File: config.mk
export PLATFORM = sky130hd
export DESIGN_NAME = pc_word_serializer
export DESIGN_NICKNAME = d
export VERILOG_FILES = /design/src/rtl/pc_word_serializer.sv
export SDC_FILE = /design/constraint.sdc
export NUM_CORES = 1
export LEC_CHECK = 0
export ABC_CLOCK_PERIOD_IN_PS = 13800
export CAP_MARGIN = 20
export CORE_MARGIN = 2
export CORE_UTILIZATION = 30
export DETAILED_ROUTE_END_ITERATION = 8
export PLACE_DENSITY = 0.6
export REMOVE_ABC_BUFFERS = 1
export SLEW_MARGIN = 10
export SYNTH_ARGS = -nofsm -noshare
export SYNTH_HDL_FRONTEND = slang
export SYNTH_SLANG_ARGS = --single-unit
export TNS_END_PERCENT = 20
File: constraint.sdc
create_clock -name i_clk -period 13.8 [get_ports i_clk]
set_input_delay 4.14 -clock i_clk [delete_from_list [all_inputs] [get_ports i_clk]]
set_output_delay 4.14 -clock i_clk [all_outputs]
set_load 0.005 [all_outputs]
File: src/rtl/pc_word_serializer.sv
// pc_word_serializer: captures the alpha/beta/v vectors on start and
// streams them out as 32-bit words over a valid/ready handshake.
module pc_word_serializer #(
  parameter string PARAMETER_SET = "L1",
  parameter int    T = (PARAMETER_SET == "L5") ? 4 : 3
) (
  input  logic            i_clk,
  input  logic            i_rst,
  input  logic            i_start,
  input  logic [32*T-1:0] i_alpha,
  input  logic [32*T-1:0] i_beta,
  input  logic [32*T-1:0] i_v,
  output logic [31:0]     o_data,
  output logic            o_valid,
  input  logic            i_ready,
  output logic            o_last,
  output logic            o_busy,
  output logic            o_done
);

  localparam int N  = 3 * T;
  localparam int CW = $clog2(N);
  localparam logic [CW-1:0] LAST = CW'(N - 1);

  typedef enum logic [1:0] {
    IDLE = 2'd0,
    SEND = 2'd1,
    DONE = 2'd2
  } state_t;

  state_t state_q, state_d;

  logic [CW-1:0]   cnt_q, cnt_d;
  logic [32*T-1:0] alpha_q, beta_q, v_q;
  logic            load;

  logic [31:0] words [N];

  // Flatten the shadow vectors into stream order: alpha, beta, v.
  for (genvar j = 0; j < T; j++) begin : g_words
    assign words[j]       = alpha_q[32*j +: 32];
    assign words[T + j]   = beta_q[32*j +: 32];
    assign words[2*T + j] = v_q[32*j +: 32];
  end

  always_ff @(posedge i_clk or posedge i_rst) begin
    if (i_rst) begin
      state_q <= IDLE;
      cnt_q   <= '0;
    end else begin
      state_q <= state_d;
      cnt_q   <= cnt_d;
    end
  end

  always_ff @(posedge i_clk or posedge i_rst) begin
    if (i_rst) begin
      alpha_q <= '0;
      beta_q  <= '0;
      v_q     <= '0;
    end else if (load) begin
      alpha_q <= i_alpha;
      beta_q  <= i_beta;
      v_q     <= i_v;
    end
  end

  always_comb begin
    state_d = state_q;
    cnt_d   = cnt_q;
    load    = 1'b0;
    o_valid = 1'b0;
    o_last  = 1'b0;
    o_busy  = 1'b0;
    o_done  = 1'b0;
    o_data  = '0;
    unique case (state_q)
      IDLE: begin
        if (i_start) begin
          load    = 1'b1;
          cnt_d   = '0;
          state_d = SEND;
        end
      end
      SEND: begin
        o_valid = 1'b1;
        o_busy  = 1'b1;
        o_last  = (cnt_q == LAST);
        o_data  = words[cnt_q];
        // Counter parks on the last index; DONE takes over from there.
        if (i_ready) begin
          if (cnt_q == LAST) state_d = DONE;
          else               cnt_d   = cnt_q + 1'b1;
        end
      end
      DONE: begin
        o_busy  = 1'b1;
        o_done  = 1'b1;
        state_d = IDLE;
      end
      default: state_d = IDLE;
    endcase
  end

endmodule
; ---- After elaboration in Yosys (flattened, before gate mapping)
; Index checks and enable logic that the tools add are counted.
[totals]
ff_bits = 294
input_bits = 292
output_inout_bits = 36
word_cells = 38
[classes]
addsub = 1
magnitude_cmp = 1
n_eq_ne = 7
n_mux = 18
n_bitwise = 1
reduce_logical = 5
[ops]
columns = op, n
row1 = $bmux 32 s4, 1
row2 = $mux 32, 3
row3 = $mux 4, 3
row4 = $ne 2x2->1 const B, 4
row5 = $pmux 4 s2, 1
row6 = $mux 1, 6
row7 = $mux 2, 3
row8 = $ge 5x5->1 const B, 1
row9 = $not 4->5, 1
row10 = $add 4x1->4 const B, 1
row11 = $eq 4x4->1 const B, 1
row12 = $pmux 2 s2, 1
row13 = $reduce_and 4->1, 1
row14 = $reduce_and 3->1, 1
row15 = $eq 2x1->1 const B, 1
row16 = $eq 2x2->1 const B, 1
row17 = $logic_not 2->1, 1
row18 = $reduce_bool 2->1, 1
row19 = $reduce_or 2->1, 1

; ---- Logic depth before layout (Yosys ltp)
[depth]
depth_word = 5
ltp_mapped = 9
ltp_nobuf = 5

; ---- Worst setup path before layout
; OpenSTA, ideal clock, no wires.
[synth_timing]
path_type = reg2out
from = register cnt_q[1]
to = output o_data[2]
t_arrival_ns = 1.502
required_time_ns = 9.660
path_slack_ns = 8.158
stages_incl_launch_ff = 7
path_buffers = 3
cell_sequence = dfrtp_1 -> buf_6 -> and2_1 -> clkbuf_1 -> buf_2 -> a221o_1 -> a211oi_1
[synth_via]
elab_chain_cells = 5
[synth_rtl]
columns = item, line_no
row1 = start: declaration, 33  ; logic [CW-1:0] cnt_q, cnt_d;
row2 = start signal: assignment, 52  ; cnt_q <= cnt_d;
row3 = $not 4->5 (not written as such), 89  ; o_data = words[cnt_q];
row4 = $bmux 32 s4, 89
row5 = $mux 32 (not written as such) (2 in a row), 89
row6 = $mux 32, 77  ; unique case (state_q)
row7 = end: declaration, 13  ; output logic [31:0] o_data,
; Every way passes these cells. The select of a mux whose other input is x is not followed.

; ---- Worst setup path after layout
[layout_timing]
from = register cnt_q[1]
to = output o_data[20]
; The elaborated chain is that of the path after synthesis.

==> impl_metrics.py <==
metrics = {
    "drt": {
        "drt_pre_antenna_iters": 4,
        "route.vias.total": 8895,
        "wl_per_cell_um": 20.42,
        "vias_per_cell": 4.803,
        "postRouteWirelength_um": 37810,
        "drt_first_iter_violations": 425,
        "post-route-drc-count": 0,
        "final_antenna_net_count": 0,
    },
    "clock_network": {
        "clk_pin_slew_ps": 60,
        "cts_resized": 0,
        "cts_tree": "built",
        "htreeDepth": 2,
        "postCtsSetupBuffers": 0,
        "cts_hold_buf": 0,
        "clock-sinks": 294,
        "clk_latency_ps": 530,
        "cts_buffers": 36,
        "root_buffer": "clkbuf_16",
        "clockBufferDepth": 3,
    },
    "critical_path": {
        "r2r_slack_ps": 10350,
        "arrival_ps": 3750,
        "end_kind": "output pin",
        "r2r_end": "alpha_q[80]",
        "cp-start-kind": "flop",
        "required_ps": 9660,
        "path_max_fanout": 48,
        "startpoint": "cnt_q[1]",
        "crit_type": "reg -> out",
        "r2r_cells": 6,
        "r2r-start": "state_q[0]",
    },
    "grt": {
        "grt_usage_pct": 15.92,
        "grt_max_degree": 104,
        "grt_pass1_vias": 9623,
        "antenna_found_initial": 0,
        "grt_remaining_overflow": 0,
        "grt_pass1_wl_um": 57660,
    },
    "final_layout": {
        "layout-drive-gt1-share_pct": 33.95,
        "diodes": 0,
        "multi_input_area_sq_um": 5967,
        "regArea_sq_um": 7365,
        "layout.nets": 1528,
        "syn2layout_area_growth_pct": 35.75,
        "final_cells": 1852,
        "n_fill_cell": 4212,
    },
    "yosys": {
        "ys_ff_latch": 294,
        "synth-edff-count": 0,
        "synth_top_area_share_pct": 53.47,
        "synth_cell_types": 32,
        "ys_warn_count": 0,
        "seq_area_frac_synth_pct": 53.47,
        "synthArstFlopShare_pct": 100.0,
        "yosysTopAreaCell": "dfrtp_1",
        "synth_top_flop_cell": "dfrtp_1",
        "yosys-top-cells-area": "dfrtp_1, mux2_2, mux4_2, mux2i_1, a211oi_2",
        "synth.avg_cell_area_sq_um": 14.92,
        "netlist_area_sq_um": 13760,
        "synthCells": 922,
    },
    "worst_hold_path": {
        "hp-class": "reg -> reg",
        "worstHoldPathCells": 1,
        "hold_path_end": "beta_q[52]",
        "holdCritStartpoint": "beta_q[52]",
    },
    "floorplanning": {
        "coreArea_sq_um": 45280,
        "start_util_pct": 30.39,
        "die_y_um": 218.2,
        "num_rows": 78,
        "dieWidth_um": 218.2,
        "io_pins": 328,
        "die_area_sq_um": 47590,
    },
    "place": {
        "place.port_buffers": 327,
        "place_inst": 1792,
        "dp_hpwl_um": 24750,
        "place.gp.congestion": 0.7564,
    },
    "outcome": {
        "outcome": "completed",
    },
    "power_and_ir_drop": {
        "ir_drop_mv": 0.09410,
        "power_leakage_nw": 7.328,
        "powerDensity_nw_per_um2": 204.2,
    },
    "sta": {
        "worstMarginPinSlew_ps": 1099,
        "final_hold_viol_count": 0,
        "period_minus_slack_ps": 7886,
        "slew_headroom_pct": 26.77,
        "tns_ps": 0,
        "fin_crit_sh_pct": 57.15,
        "setup_viol": 0,
        "maxSlewViolCount": 0,
        "max_freq_mhz": 126.8,
        "clock_skew_ps": 18.40,
        "grt_setup_unrepaired": "false",
    },
    "job": {
        "maxCapViolCount": 0,
    },
}
-- sequential cells by signal (all words and copies together), names as in the netlist --
register and flops:
alpha_q 96, beta_q 96, cnt_q 4, state_q 2, v_q 96
-- metrics by stage --
stage	power [mW]	area, sq um	setup slack (ps)	hold slack (ps)	utilization [%]
final	3.814	18680	5914	498.6	41.25
after detailed placement	2.914	17520	6413	488.9	38.69
after CTS	3.873	18680	5813	501.3	41.25
after floorplan	2.663	13340	1541	474.3	-
after global routing	4.062	18680	5623	508.9	41.25
after global placement	2.867	17520	6452	482.5	38.69
-- worst max-delay path, cell delays in order, from the launching register on --
cell             delay, ps
dfrtp_2                380
buf_4                  280
nor4b_4                860
buf_4                  670
a211oi_1               190
a211oi_2               240
clkdlybuf4s50_1        530
-- logic make-up after synthesis --
group                    synth area share (%)
multiplexers                            33.68
buffers and inverters                   3.346
flip-flops                              53.47
AO/OA/AOI/OAI                           7.357
adder cells (fa/ha/maj)                0.5456
AND/OR/NAND/NOR                         1.600
-- cell usage after synthesis (all sizes together), types with 2 or more instances --
master and n:
inv 10, buf 47, nor2b 3, clkbuf 26, ha 6, mux2i 67, nand3 2, mux4 32
a221o 33, mux2 288, dfrtp 294, a211oi 65, nand2 34
-- where the power goes --
part / internal [mW] / leakage (nW) / switching (mW)
clock network: 0.577 / 0.572 / 0.358
logic: 0.837 / 3.30 / 0.519
registers: 1.30 / 3.46 / 0.219
-- routing by layer --
layer / vias to the layer above / GRT usage (%) / routed length (um) / share of wire (%)
met5: - / 0 / 0 / 0
met3: 49 / 4.468 / 2443 / 6.5
li1: 4078 / - / - / -
met4: 0 / 3.605 / 622 / 1.6
met1: 4538 / 20.88 / 16590 / 44
met2: 230 / 26.13 / 18160 / 48
-- cell usage in the layout (no fill, tap or decap), types with 27 or more instances in the layout --
master	Yosys	layout
clkdlybuf4s50_1	0	327
dfrtp_1	294	290
mux2_2	288	288
mux2i_1	67	67
a211oi_1	38	38
clkbuf_16	0	37
nand2_1	34	33
a221o_1	33	33
mux4_2	32	32
a211oi_2	27	27
-- final cells by class --
type | count | share of cell area, %
Sequential cell | 294 | 39.43
Timing Repair Buffer | 343 | 18.17
Multi-Input combinational cell | 545 | 31.95
Tap cell | 600 | 4.019
Clock buffer | 52 | 5.580
Clock inverter | 8 | 0.6163
Inverter | 10 | 0.2412
-- how the worst max path moves through the flow --
stage                       to  depth (start not counted)  slack (ps)
floorplan           alpha_q[0]                          1        1540
global placement     o_data[1]                          6        6450
detailed placement  o_data[20]                          6        6410
CTS                 o_data[20]                          6        5810
global route        o_data[10]                          6        5620
finish              o_data[20]                          6        5910
No activity file was read; power rests on OpenSTA's default activity.
